<file path="src/rtl/adc_result_buffer.sv">
// ADC result capture with optional 2^osr decimation and a show-ahead output FIFO.
// Each finished conversion is added to an accumulator; completed blocks are left-aligned and queued.
module adc_result_buffer #(
  parameter int DATA_BITS    = 12,
  parameter int OSR_LOG2_MAX = 4,
  parameter int FIFO_DEPTH   = 4
) (
  input  logic                              clk,
  input  logic                              rst,
  input  logic                              conv_finished_in,
  input  logic [DATA_BITS-1:0]              result_in,
  input  logic [2:0]                        osr_in,
  output logic [DATA_BITS+OSR_LOG2_MAX-1:0] data_out,
  output logic                              valid_out,
  input  logic                              ready_in,
  output logic [$clog2(FIFO_DEPTH):0]       fifo_level_out,
  output logic                              overflow_out,
  input  logic                              clear_overflow_in
);

  localparam int OW = DATA_BITS + OSR_LOG2_MAX;
  localparam int AW = $clog2(FIFO_DEPTH);
  localparam int LW = AW + 1;
  localparam int CW = (OSR_LOG2_MAX > 0) ? OSR_LOG2_MAX : 1;

  logic          conv_finished_q;
  logic [CW-1:0] count;
  logic [2:0]    osr_q;
  logic [OW-1:0] sum;
  logic [OW-1:0] mem [FIFO_DEPTH];
  logic [AW-1:0] rd_ptr, wr_ptr;
  logic [LW-1:0] level;
  logic          overflow;

  logic          cap, push, pop, full, write, drop;
  logic [2:0]    osr_clamped, osr_cur;
  logic [CW-1:0] count_last;
  logic [OW-1:0] sum_next, push_word;

  // NOTE: every signal gets a default at the top of always_comb so no path can leave it
  // unassigned; a missing branch would otherwise infer a latch.
  always_comb begin
    cap         = conv_finished_in & ~conv_finished_q;
    osr_clamped = (osr_in > 3'(OSR_LOG2_MAX)) ? 3'(OSR_LOG2_MAX) : osr_in;
    // The block's ratio is frozen once its first sample arrives.
    osr_cur     = (count == '0) ? osr_clamped : osr_q;
    sum_next    = ((count == '0) ? '0 : sum) + OW'(result_in);
    count_last  = CW'((32'd1 << osr_cur) - 32'd1);
    push        = cap && (count == count_last);
    push_word   = sum_next << (3'(OSR_LOG2_MAX) - osr_cur);
    full        = (level == LW'(FIFO_DEPTH));
    valid_out   = (level != '0);
    pop         = valid_out & ready_in;
    // A pop in the same cycle frees the slot, so a full FIFO still accepts the word.
    write       = push & (~full | pop);
    drop        = push & full & ~pop;
  end

  assign data_out       = valid_out ? mem[rd_ptr] : '0;
  assign fifo_level_out = level;
  assign overflow_out   = overflow;

  // NOTE: sequential state uses non-blocking assignments so every register samples
  // the pre-edge values regardless of statement order.
  always_ff @(posedge clk or posedge rst) begin
    if (rst) begin
      conv_finished_q <= 1'b1;
      count           <= '0;
      osr_q           <= '0;
      sum             <= '0;
      rd_ptr          <= '0;
      wr_ptr          <= '0;
      level           <= '0;
      overflow        <= 1'b0;
    end else begin
      conv_finished_q <= conv_finished_in;
      if (cap) begin
        sum   <= sum_next;
        count <= push ? '0 : count + CW'(1);
        if (count == '0) osr_q <= osr_clamped;
      end
      if (write) wr_ptr <= wr_ptr + AW'(1);
      if (pop)   rd_ptr <= rd_ptr + AW'(1);
      level <= level + LW'(write) - LW'(pop);
      if (drop)                   overflow <= 1'b1;
      else if (clear_overflow_in) overflow <= 1'b0;
    end
  end

  // NOTE: the storage array has no reset; the level counter alone decides which
  // entries are meaningful, so resetting the array would only cost flops.
  always_ff @(posedge clk) begin
    if (write) mem[wr_ptr] <= push_word;
  end

endmodule
</file>
<file path="config.mk">
export PLATFORM = sky130hd
export DESIGN_NAME = adc_result_buffer
export DESIGN_NICKNAME = d
export VERILOG_FILES = /design/src/rtl/adc_result_buffer.sv
export SDC_FILE = /design/constraint.sdc
export NUM_CORES = 1
export LEC_CHECK = 0
export BUFFER_PORTS_ARGS = -buffer_cell sky130_fd_sc_hd__buf_4
export CORE_ASPECT_RATIO = 0.5
export CORE_MARGIN = 8
export CORE_UTILIZATION = 40
export DETAILED_ROUTE_END_ITERATION = 7
export SLEW_MARGIN = 30
export SYNTH_ARGS = -nofsm -noshare
export SYNTH_HDL_FRONTEND = slang
export SYNTH_SLANG_ARGS = --single-unit
</file>
<file path="constraint.sdc">
create_clock -name clk -period 5.52 [get_ports clk]
set_clock_uncertainty 0.1 [all_clocks]
set_input_delay 1.104 -clock clk [delete_from_list [all_inputs] [get_ports clk]]
set_output_delay 1.104 -clock clk [all_outputs]
set_load 0.01 [all_outputs]
</file>
==> out/qor.csv, run 1 <==
metric;value;unit
status;finished, final reports clean;
area of the mapped netlist;0.00540;sq mm
layer with the highest usage;met2;
TritonCTS Buffers;9;
most frequent cells after synthesis;edfxtp_1 (64), nand2_1 (58), and2_1 (36);
Top cell by count, worst path;ha_1;
Netlist cell types;63;
setup TNS;0;ns
ANT nets after route;0;
minimum clock period;4.57;ns
max-cap check violation count;0;
Post-CTS Resized;0;
Worst Hold Class;reg2reg;
post-route DRC violation count;0;
register area share after synthesis;0.504;
CP arrival;4.74;ns
CTS tree;built;
crit end category;flop;
grt met3 use;0.0259;
area growth from synthesis to layout;15.0;%
gp weighted congestion;0.783;
CP peak stage delay;0.49;ns
number of DRC markers in iteration 0;200;
top_reg_cell synth;edfxtp_1;
largest cells by area after synthesis;edfxtp_1 (36%), dfrtp_1 (14%), mux4_2 (6.7%);
Setup Buffers After CTS;0;
full die area;0.0177;sq mm
count leader, synth;edfxtp_1;
first-pass GRT wire length;18800;microns
DRT Pass-1 Iters;4;
Die X;180;microns
maximum clock frequency;0.219;GHz
Worst-Margin Slew;0.753;ns
slew margin rel.;0.498;
FF-to-FF End;fifo_level_out[2]$_DFF_PP0_;
CP required;5.68;ns
Clock Path Buffers;2;
total grt overflow;0;
IO Pins;41;
PortBufs;40;
Critical Path End;fifo_level_out[2]$_DFF_PP0_;
clock sinks;96;
hpwl dp;8050;microns
flops & latches, synth;96;
syn nets;511;
Crit Path Class;reg2reg;
Ant. Diodes;0;
worst-path fanout max;7;
Post-synth EDFFs;64;
Routed Wire Length;11500;microns
# rows;30;
# setup viols final;0;
R2R Path Start;count[0]$_DFFE_PP0P_;
r2r setup slk;0.95;ns
share of cells above drive strength 1;0.189;
Total GRT Usage;0.131;
Syn Area/Cell;11.7;sq um
RSZ-0062 raised after global routing;no;
vias in the first global route;3625;
CP Cell Sequence;inv_1 -> ha_1 -> or3b_1 -> a21oi_1 -> ha_1 -> ha_1 -> inv_1 -> ha_1 -> xnor2_1 -> inv_1 -> o41ai_2 -> a31o_2 -> nand2_4 -> ha_1 -> inv_1 -> ha_1 -> inv_1 -> fa_1 -> xnor2_1 -> xnor2_1;
CTS H-tree depth;3;
Post-CTS Hold Fix Bufs;0;
CP startpoint;count[0]$_DFFE_PP0P_;
Die Y;98.2;microns
pins over their slew limit;0;
synth warn;0;
cell count after synthesis;463;
Final #Nets;550;
clock-pin slew of the registers on the worst-case setup and hold paths;0.07;ns
Hold Fails Final Rpt;0;
leading area contributor after synthesis;edfxtp_1;
routed via count;3561;
core box area;0.0134;sq mm
initial antenna violation count;0;
Yosys top cell area share;0.356;
met2 Use GR;0.198;
Root Driver;clkbuf_16;
GR Util met1;0.189;
FF-to-FF path depth;20;
largest net degree at the start of global routing;33;
vias per cell;5.21;
share of synthesized registers carrying an async set or reset;0.333;
mean routed wirelength per cell;16.8;microns
Worst setup SP type;flop;
Initial Util;0.404;
Critical-path top delay cell;or3b_1;
Tcrit/Tclk final;0.829;
Clk Latency, worst-skew pair;0.34;ns
## worst max-delay path: cells and delay by family (launching register included)
| family | cells | cell delay, ns |
|---|---|---|
| buffers and inverters | 5 | 0.37 |
| and+or+nand+nor | 2 | 0.57 |
| adders and majority gates | 7 | 1.58 |
| DFF | 1 | 0.44 |
| AOI/OAI and AO/OA | 3 | 0.89 |
| xor gates and xnor gates | 3 | 0.54 |
## final cells by class
type	instances	area, sq um
Clock buffer	9	225
Clock inverter	7	73.8
Fill cell	1245	7150
Inverter	17	63.8
Multi-Input combinational cell	328	2530
Sequential cell	96	2730
Tap cell	176	220
Timing Repair Buffer	50	375
## worst min-delay path by stage
stage / startpoint / to / slack, ns / cells past startpoint
finish: sum[0]$_DFFE_PP0P_ / sum[0]$_DFFE_PP0P_ / 0.37 / 2
global route: sum[6]$_DFFE_PP0P_ / sum[6]$_DFFE_PP0P_ / 0.40 / 2
CTS: sum[0]$_DFFE_PP0P_ / sum[0]$_DFFE_PP0P_ / 0.37 / 2
detailed placement: sum[4]$_DFFE_PP0P_ / sum[4]$_DFFE_PP0P_ / 0.36 / 2
global placement: sum[3]$_DFFE_PP0P_ / sum[3]$_DFFE_PP0P_ / 0.35 / 2
floorplan: sum[3]$_DFFE_PP0P_ / sum[3]$_DFFE_PP0P_ / 0.34 / 2
## stage by stage
step	hold slack (ns)	worst slack, ns	cell area [sq um]	utilization	instances
detailed placement	0.355	0.798	5910	0.443	667
CTS	0.372	0.930	6210	0.465	683
finish	0.366	0.946	6210	0.465	683
global route	0.395	0.591	6210	0.465	683
global placement	0.350	0.918	5910	0.442	667
floorplan	0.337	0.606	5400	-	463
## per-layer routing
metal  part of all wire  vias to the layer above
met5                  0                        -
met4             0.0062                        0
met3              0.031                        4
met2               0.43                       48
met1               0.53                     1736
li1                   -                     1773
## cell usage in the layout, fill, tap and decap left out, types with 4 or more instances in the layout
cell type / count
nand2_1: 58
o21a_1: 5
xor2_1: 9
ha_1: 26
o22ai_1: 4
nand3_1: 6
a21o_1: 10
nor2_1: 20
o21ai_0: 18
a211oi_1: 5
dfrtp_1: 30
buf_4: 50
mux4_2: 16
edfxtp_1: 64
mux2i_1: 13
and3_1: 12
clkbuf_16: 9
nor3_1: 4
a21oi_1: 14
and2_1: 36
xnor2_1: 14
inv_1: 17
## flip-flops by register name, indices dropped and copies added (netlist names)
signal / cells
mem: 64
sum: 16
count: 4
fifo_level_out: 3
osr_q: 3
rd_ptr: 2
wr_ptr: 2
conv_finished_q: 1
overflow_out: 1
## cells by family after synthesis
logic type | Yosys count | synth area share
adder cells (fa/ha/maj) | 28 | 0.0676
multiplexers | 35 | 0.106
AND/OR/NAND/NOR | 153 | 0.142
buffers and inverters | 39 | 0.0287
AO/OA/AOI/OAI | 89 | 0.115
flip-flops | 96 | 0.504
XOR/XNOR | 23 | 0.0373
Power of run 1 is not shown: default switching activity piles up to over one toggle a cycle in this logic, so the estimate is an artifact.
==> inputs of run 2 (changes only) <==
- ABC_AREA: not set -> 1
- clock period: 5.52 -> 3.85 ns (I/O delays scaled with it)
==> run 2 against run 1 <==
Sequential share of layout area fell by 1.4 points. Synthesized cell count increased by 41%. Die area increased by 1.3%. Count of clock-buffer cells in the layout unchanged. Utilization is 1.1 points higher. Routed wire length increased by 14%. Hold slack lost 0.014 ns. Setup slack got worse by 0.70 ns. Critical path depth increased by 2. Flip-flop and latch count unchanged. Register-to-register slack got worse by 0.70 ns. Maximum frequency grew 27%. Critical endpoint unchanged. Highest routed layer unchanged.
==> out/qor.csv, run 2 <==
metric;value;unit
status;finished, final reports clean;
Worst setup SP type;flop;
Worst-Margin Slew;0.861;ns
commonest non-fill, non-tap cell in the layout;nand2_1;
Top Registers;mem (64), sum (16), count (4);
CP required;3.98;ns
Clk Latency, worst-skew pair;0.35;ns
CTS tree;built;
hpwl dp;9160;microns
# rows;30;
# setup viols final;0;
Biggest register;mem;
PortBufs;40;
r2r setup slk;0.24;ns
worst-path fanout max;5;
area growth from synthesis to layout;16.9;%
Total GRT Usage;0.151;
largest net degree at the start of global routing;35;
first-pass GRT wire length;21900;microns
crit end category;flop;
mean routed wirelength per cell;14.7;microns
share of cells above drive strength 1;0.148;
routed via count;4376;
minimum clock period;3.61;ns
CTS H-tree depth;3;
flops & latches, synth;96;
Yosys top cell area share;0.350;
Routed Wire Length;13000;microns
max-cap check violation count;0;
Final #Nets;751;
setup TNS;0;ns
most frequent cells after synthesis;nand2_1 (121), nor2_1 (109), nand3_1 (75);
number of DRC markers in iteration 0;281;
vias in the first global route;4184;
CP arrival;3.74;ns
share of synthesized registers carrying an async set or reset;0.333;
Crit Path Class;reg2reg;
Initial Util;0.407;
CP startpoint;count[0]$_DFFE_PP0P_;
CP peak stage delay;0.41;ns
Post-synth EDFFs;64;
ANT nets after route;0;
slew margin rel.;0.425;
full die area;0.0179;sq mm
top_reg_cell synth;edfxtp_1;
clock sinks;96;
cell count after synthesis;654;
area of the mapped netlist;0.00549;sq mm
most frequent cells in the layout;nand2_1 (119), nor2_1 (109), nand3_1 (75);
Tcrit/Tclk final;0.937;
Netlist cell types;37;
count leader, synth;nand2_1;
total grt overflow;0;
core box area;0.0135;sq mm
initial antenna violation count;0;
pins over their slew limit;0;
Critical-path top delay cell;dfrtp_1;
Crit path max-delay family;adder cells;
syn nets;702;
Root Driver;clkbuf_16;
register area share after synthesis;0.496;
clock-pin slew of the registers on the worst-case setup and hold paths;0.08;ns
synth warn;0;
Worst Hold Class;in2async;
post-route DRC violation count;0;
TritonCTS Buffers;9;
vias per cell;4.95;
Clock Path Buffers;2;
Syn Area/Cell;8.39;sq um
Ant. Diodes;0;
Buf/Inv on CP;5;
DRT Pass-1 Iters;5;
RSZ-0062 raised after global routing;no;
R2R Path Start;count[0]$_DFFE_PP0P_;
Hold Fails Final Rpt;0;
CP Cell Sequence;inv_2 -> ha_2 -> nand2_2 -> nor2_4 -> nand2_2 -> inv_1 -> a22oi_2 -> ha_2 -> ha_2 -> inv_2 -> ha_4 -> xnor2_1 -> a211oi_1 -> nand2_1 -> nor2_4 -> nand3_4 -> ha_1 -> inv_1 -> ha_1 -> inv_1 -> fa_1 -> xnor2_1;
number of flip-flops in the largest register;64;
gp weighted congestion;0.906;
Die X;182;microns
IO Pins;41;
largest cells by area after synthesis;edfxtp_1 (35%), dfrtp_1 (14%), nand2_1 (8.3%);
maximum clock frequency;0.277;GHz
Die Y;98.8;microns
leading area contributor after synthesis;edfxtp_1;
==> run 2: cell types whose count changed in the layout (fill, tap and decap cells not counted), moves of 6 or more <==
cell,before,now
and3_1,12,0
nand2_1,58,119
a21o_1,10,1
nand2_2,0,6
inv_1,17,65
buf_4,50,62
xnor2_1,14,4
nor2_1,20,109
mux2i_1,13,0
nand3_1,6,75
mux4_2,16,0
a21oi_1,14,22
o21ai_0,18,57
and2_1,36,0
==> run 2: area by class of cell <==
cell class	count	area [sq um]
clock buffer	9	225
tap	176	220
clock inverter	7	78.8
multi-input combinational	463	2430
sequential	96	2720
fill	1252	7060
timing repair buffer	62	465
inverter	71	272
==> run 2: routing by layer <==
layer	routed length (microns)	share of wire	global-route usage
met1	6910	0.53	0.219
met2	5500	0.42	0.226
met3	501	0.038	0.0316
met4	117	0.0090	0.0357
met5	0	0	0
==> run 2: cells by family after synthesis <==
family                   share of synthesized area
flip-flops                                   0.496
adder cells (fa/ha/maj)                     0.0666
XOR/XNOR                                    0.0223
buffers and inverters                       0.0684
AO/OA/AOI/OAI                               0.0883
AND/OR/NAND/NOR                              0.258
==> run 2: final timing paths <==
check                                         endpoint  depth (start not counted)
max reg2reg                fifo_level_out[2]$_DFF_PP0_                         22
max in group asynchronous         osr_q[2]$_DFFE_PP0P_                          3
min                                 sum[5]$_DFFE_PP0P_                          2
min reg2reg                        sum[11]$_DFFE_PP0P_                          2
min in group clk                   sum[11]$_DFFE_PP0P_                          2
max                        fifo_level_out[2]$_DFF_PP0_                         22
==> run 2: through the flow <==
step	utilization	cells	hold WS, ns	area, sq um	setup WS [ns]
finish	0.476	884	0.352	6410	0.244
detailed placement	0.449	865	0.382	6050	-0.0125
global placement	0.449	865	0.368	6050	0.0866
CTS	0.472	881	0.377	6360	0.00247
global route	0.476	884	0.410	6410	0.00143
floorplan	-	654	0.353	5500	-0.0111
==> run 2: repair_timing <==
item                                   4_1_cts  5_1_grt
endpoints found under the hold margin        0        0
hold buffers                                 0        0
setup endpoints to repair                    0        2
gates resized for setup                      0        7
buffers inserted                             0        3
Power of run 2 is left out for the same reason.
==> inputs of run 3 (changes only) <==
- CTS_BUF_LIST: not set -> sky130_fd_sc_hd__clkbuf_8
==> run 3 against run 2 <==
Routed wire length grew 0.26%. Register-to-register slack lost 0.02 ns. Hold slack got worse by 0.039 ns. Critical path depth fell by 1. Sequential share of layout area up 0.73 points. Cell area shrank 1.7%. Global-route usage shrank 0.11 points. First-iteration DRC count increased by 24%. Die area unchanged. Count of clock-buffer cells in the layout did not move.
==> out/qor.csv, run 3 (synthesis results as in run 2) <==
metric;value;unit
status;finished, final reports clean;
# setup viols final;0;
layer with the highest usage;met2;
minimum clock period;3.63;ns
pins over their slew limit;0;
full die area;0.0179;sq mm
Crit Path Class;reg2reg;
total grt overflow;0;
CTS tree;built;
vias in the first global route;4221;
Top Registers;mem (64), sum (16), count (4);
commonest non-fill, non-tap cell in the layout;nand2_1;
number of flip-flops in the largest register;64;
Initial Util;0.407;
grt met3 use;0.0316;
Clk Latency, worst-skew pair;0.38;ns
first-pass GRT wire length;21800;microns
maximum clock frequency;0.276;GHz
mean routed wirelength per cell;14.8;microns
FF-to-FF End;fifo_level_out[2]$_DFF_PP0_;
post-route DRC violation count;0;
most frequent cells in the layout;nand2_1 (120), nor2_1 (109), nand3_1 (75);
Post-CTS Hold Fix Bufs;0;
vias per cell;4.97;
worst-path fanout max;5;
PortBufs;40;
Root Driver;clkbuf_8;
CP required;4.01;ns
ANT nets after route;0;
slew margin rel.;0.431;
routed via count;4395;
largest net degree at the start of global routing;35;
Tcrit/Tclk final;0.942;
clock-pin slew of the registers on the worst-case setup and hold paths;0.12;ns
Worst-Margin Slew;0.853;ns
Die Y;98.8;microns
Hold Fails Final Rpt;0;
r2r setup slk;0.22;ns
GR Util met1;0.219;
# fillers;1269;
Biggest register;mem;
Worst setup SP type;flop;
IO Pins;41;
R2R Path Start;count[0]$_DFFE_PP0P_;
clock sinks;96;
met2 Use GR;0.227;
DRT Pass-1 Iters;6;
Ant. Diodes;0;
max-cap check violation count;0;
# rows;30;
crit end category;flop;
FF-to-FF path depth;21;
number of DRC markers in iteration 0;348;
core box area;0.0135;sq mm
initial antenna violation count;0;
TritonCTS Buffers;9;
Final #Nets;752;
Total GRT Usage;0.150;
Hold WS;0.313;ns
gp weighted congestion;0.906;
Routed Wire Length;13100;microns
Critical Path End;fifo_level_out[2]$_DFF_PP0_;
Die X;182;microns
hpwl dp;9160;microns
Worst Hold Class;in2async;
area growth from synthesis to layout;14.9;%
CP startpoint;count[0]$_DFFE_PP0P_;
share of cells above drive strength 1;0.147;
Clock Path Buffers;2;
CTS H-tree depth;3;
CP arrival;3.79;ns
-- run 3: cell count changes in the layout (fill, tap and decap cells not counted) --
cell       previous run  this run
nand2_1             119       120
clkbuf_8              0         9
ha_4                  1         0
ha_1                 22        23
nand2_2               6         5
clkbuf_16             9         0
buf_4                62        63
-- run 3: how the worst min path moves through the flow --
stage	from	endpoint	slack, ns	depth (start not counted)
finish	rst	sum[5]$_DFFE_PP0P_	0.31	2
floorplan	sum[0]$_DFFE_PP0P_	sum[0]$_DFFE_PP0P_	0.35	2
detailed placement	sum[1]$_DFFE_PP0P_	sum[1]$_DFFE_PP0P_	0.38	2
global route	rst	sum[5]$_DFFE_PP0P_	0.36	2
CTS	rst	sum[5]$_DFFE_PP0P_	0.33	2
global placement	sum[0]$_DFFE_PP0P_	sum[0]$_DFFE_PP0P_	0.37	2
-- run 3: layout make-up --
class	count	area [sq um]	share of cell area
Clock inverter	7	78.8	0.0125
Sequential cell	96	2720	0.432
Timing Repair Buffer	63	473	0.0750
Tap cell	176	220	0.0349
Multi-Input combinational cell	463	2410	0.383
Clock buffer	9	124	0.0196
Inverter	71	272	0.0431
-- run 3: repair_timing --
| item | in CTS | in global routing |
|---|---|---|
| setup buffers | 1 | 3 |
| pin swaps | 1 | 6 |
| resized for setup | 0 | 5 |
| endpoints found under the setup margin | 1 | 2 |
-- run 3: per-layer routing --
metal / part of all wire / routed length (microns)
met4: 0.0060 / 78
met5: 0 / 0
met2: 0.42 / 5550
met3: 0.053 / 693
met1: 0.52 / 6750
-- run 3: worst max-delay path, cell delays in order, from the launching register on --
cell      delay, ns
dfrtp_1        0.42
inv_2          0.08
ha_2           0.19
nand2_2        0.07
nor2_4         0.16
nand2_2        0.07
o21ai_2        0.08
ha_2           0.19
ha_2           0.18
inv_2          0.05
ha_1           0.30
xnor2_1        0.13
a211oi_1       0.17
nand2_1        0.12
nor2_4         0.12
nand3_4        0.07
ha_1           0.27
inv_1          0.05
ha_1           0.13
inv_1          0.04
fa_1           0.37
xnor2_1        0.13
-- run 3: through the flow --
stage	instances	instance area, sq um	TNS, ns	utilization	worst slack, ns
after detailed placement	865	6050	-0.0125	0.449	-0.0125
after CTS	882	6260	0	0.465	0.00964
after floorplan	654	5500	-0.711	-	-0.0111
after global placement	865	6050	0	0.449	0.0866
after global routing	885	6300	-0.0241	0.468	-0.0129
final	885	6300	0	0.468	0.224
Power of run 3 is left out for the same reason.
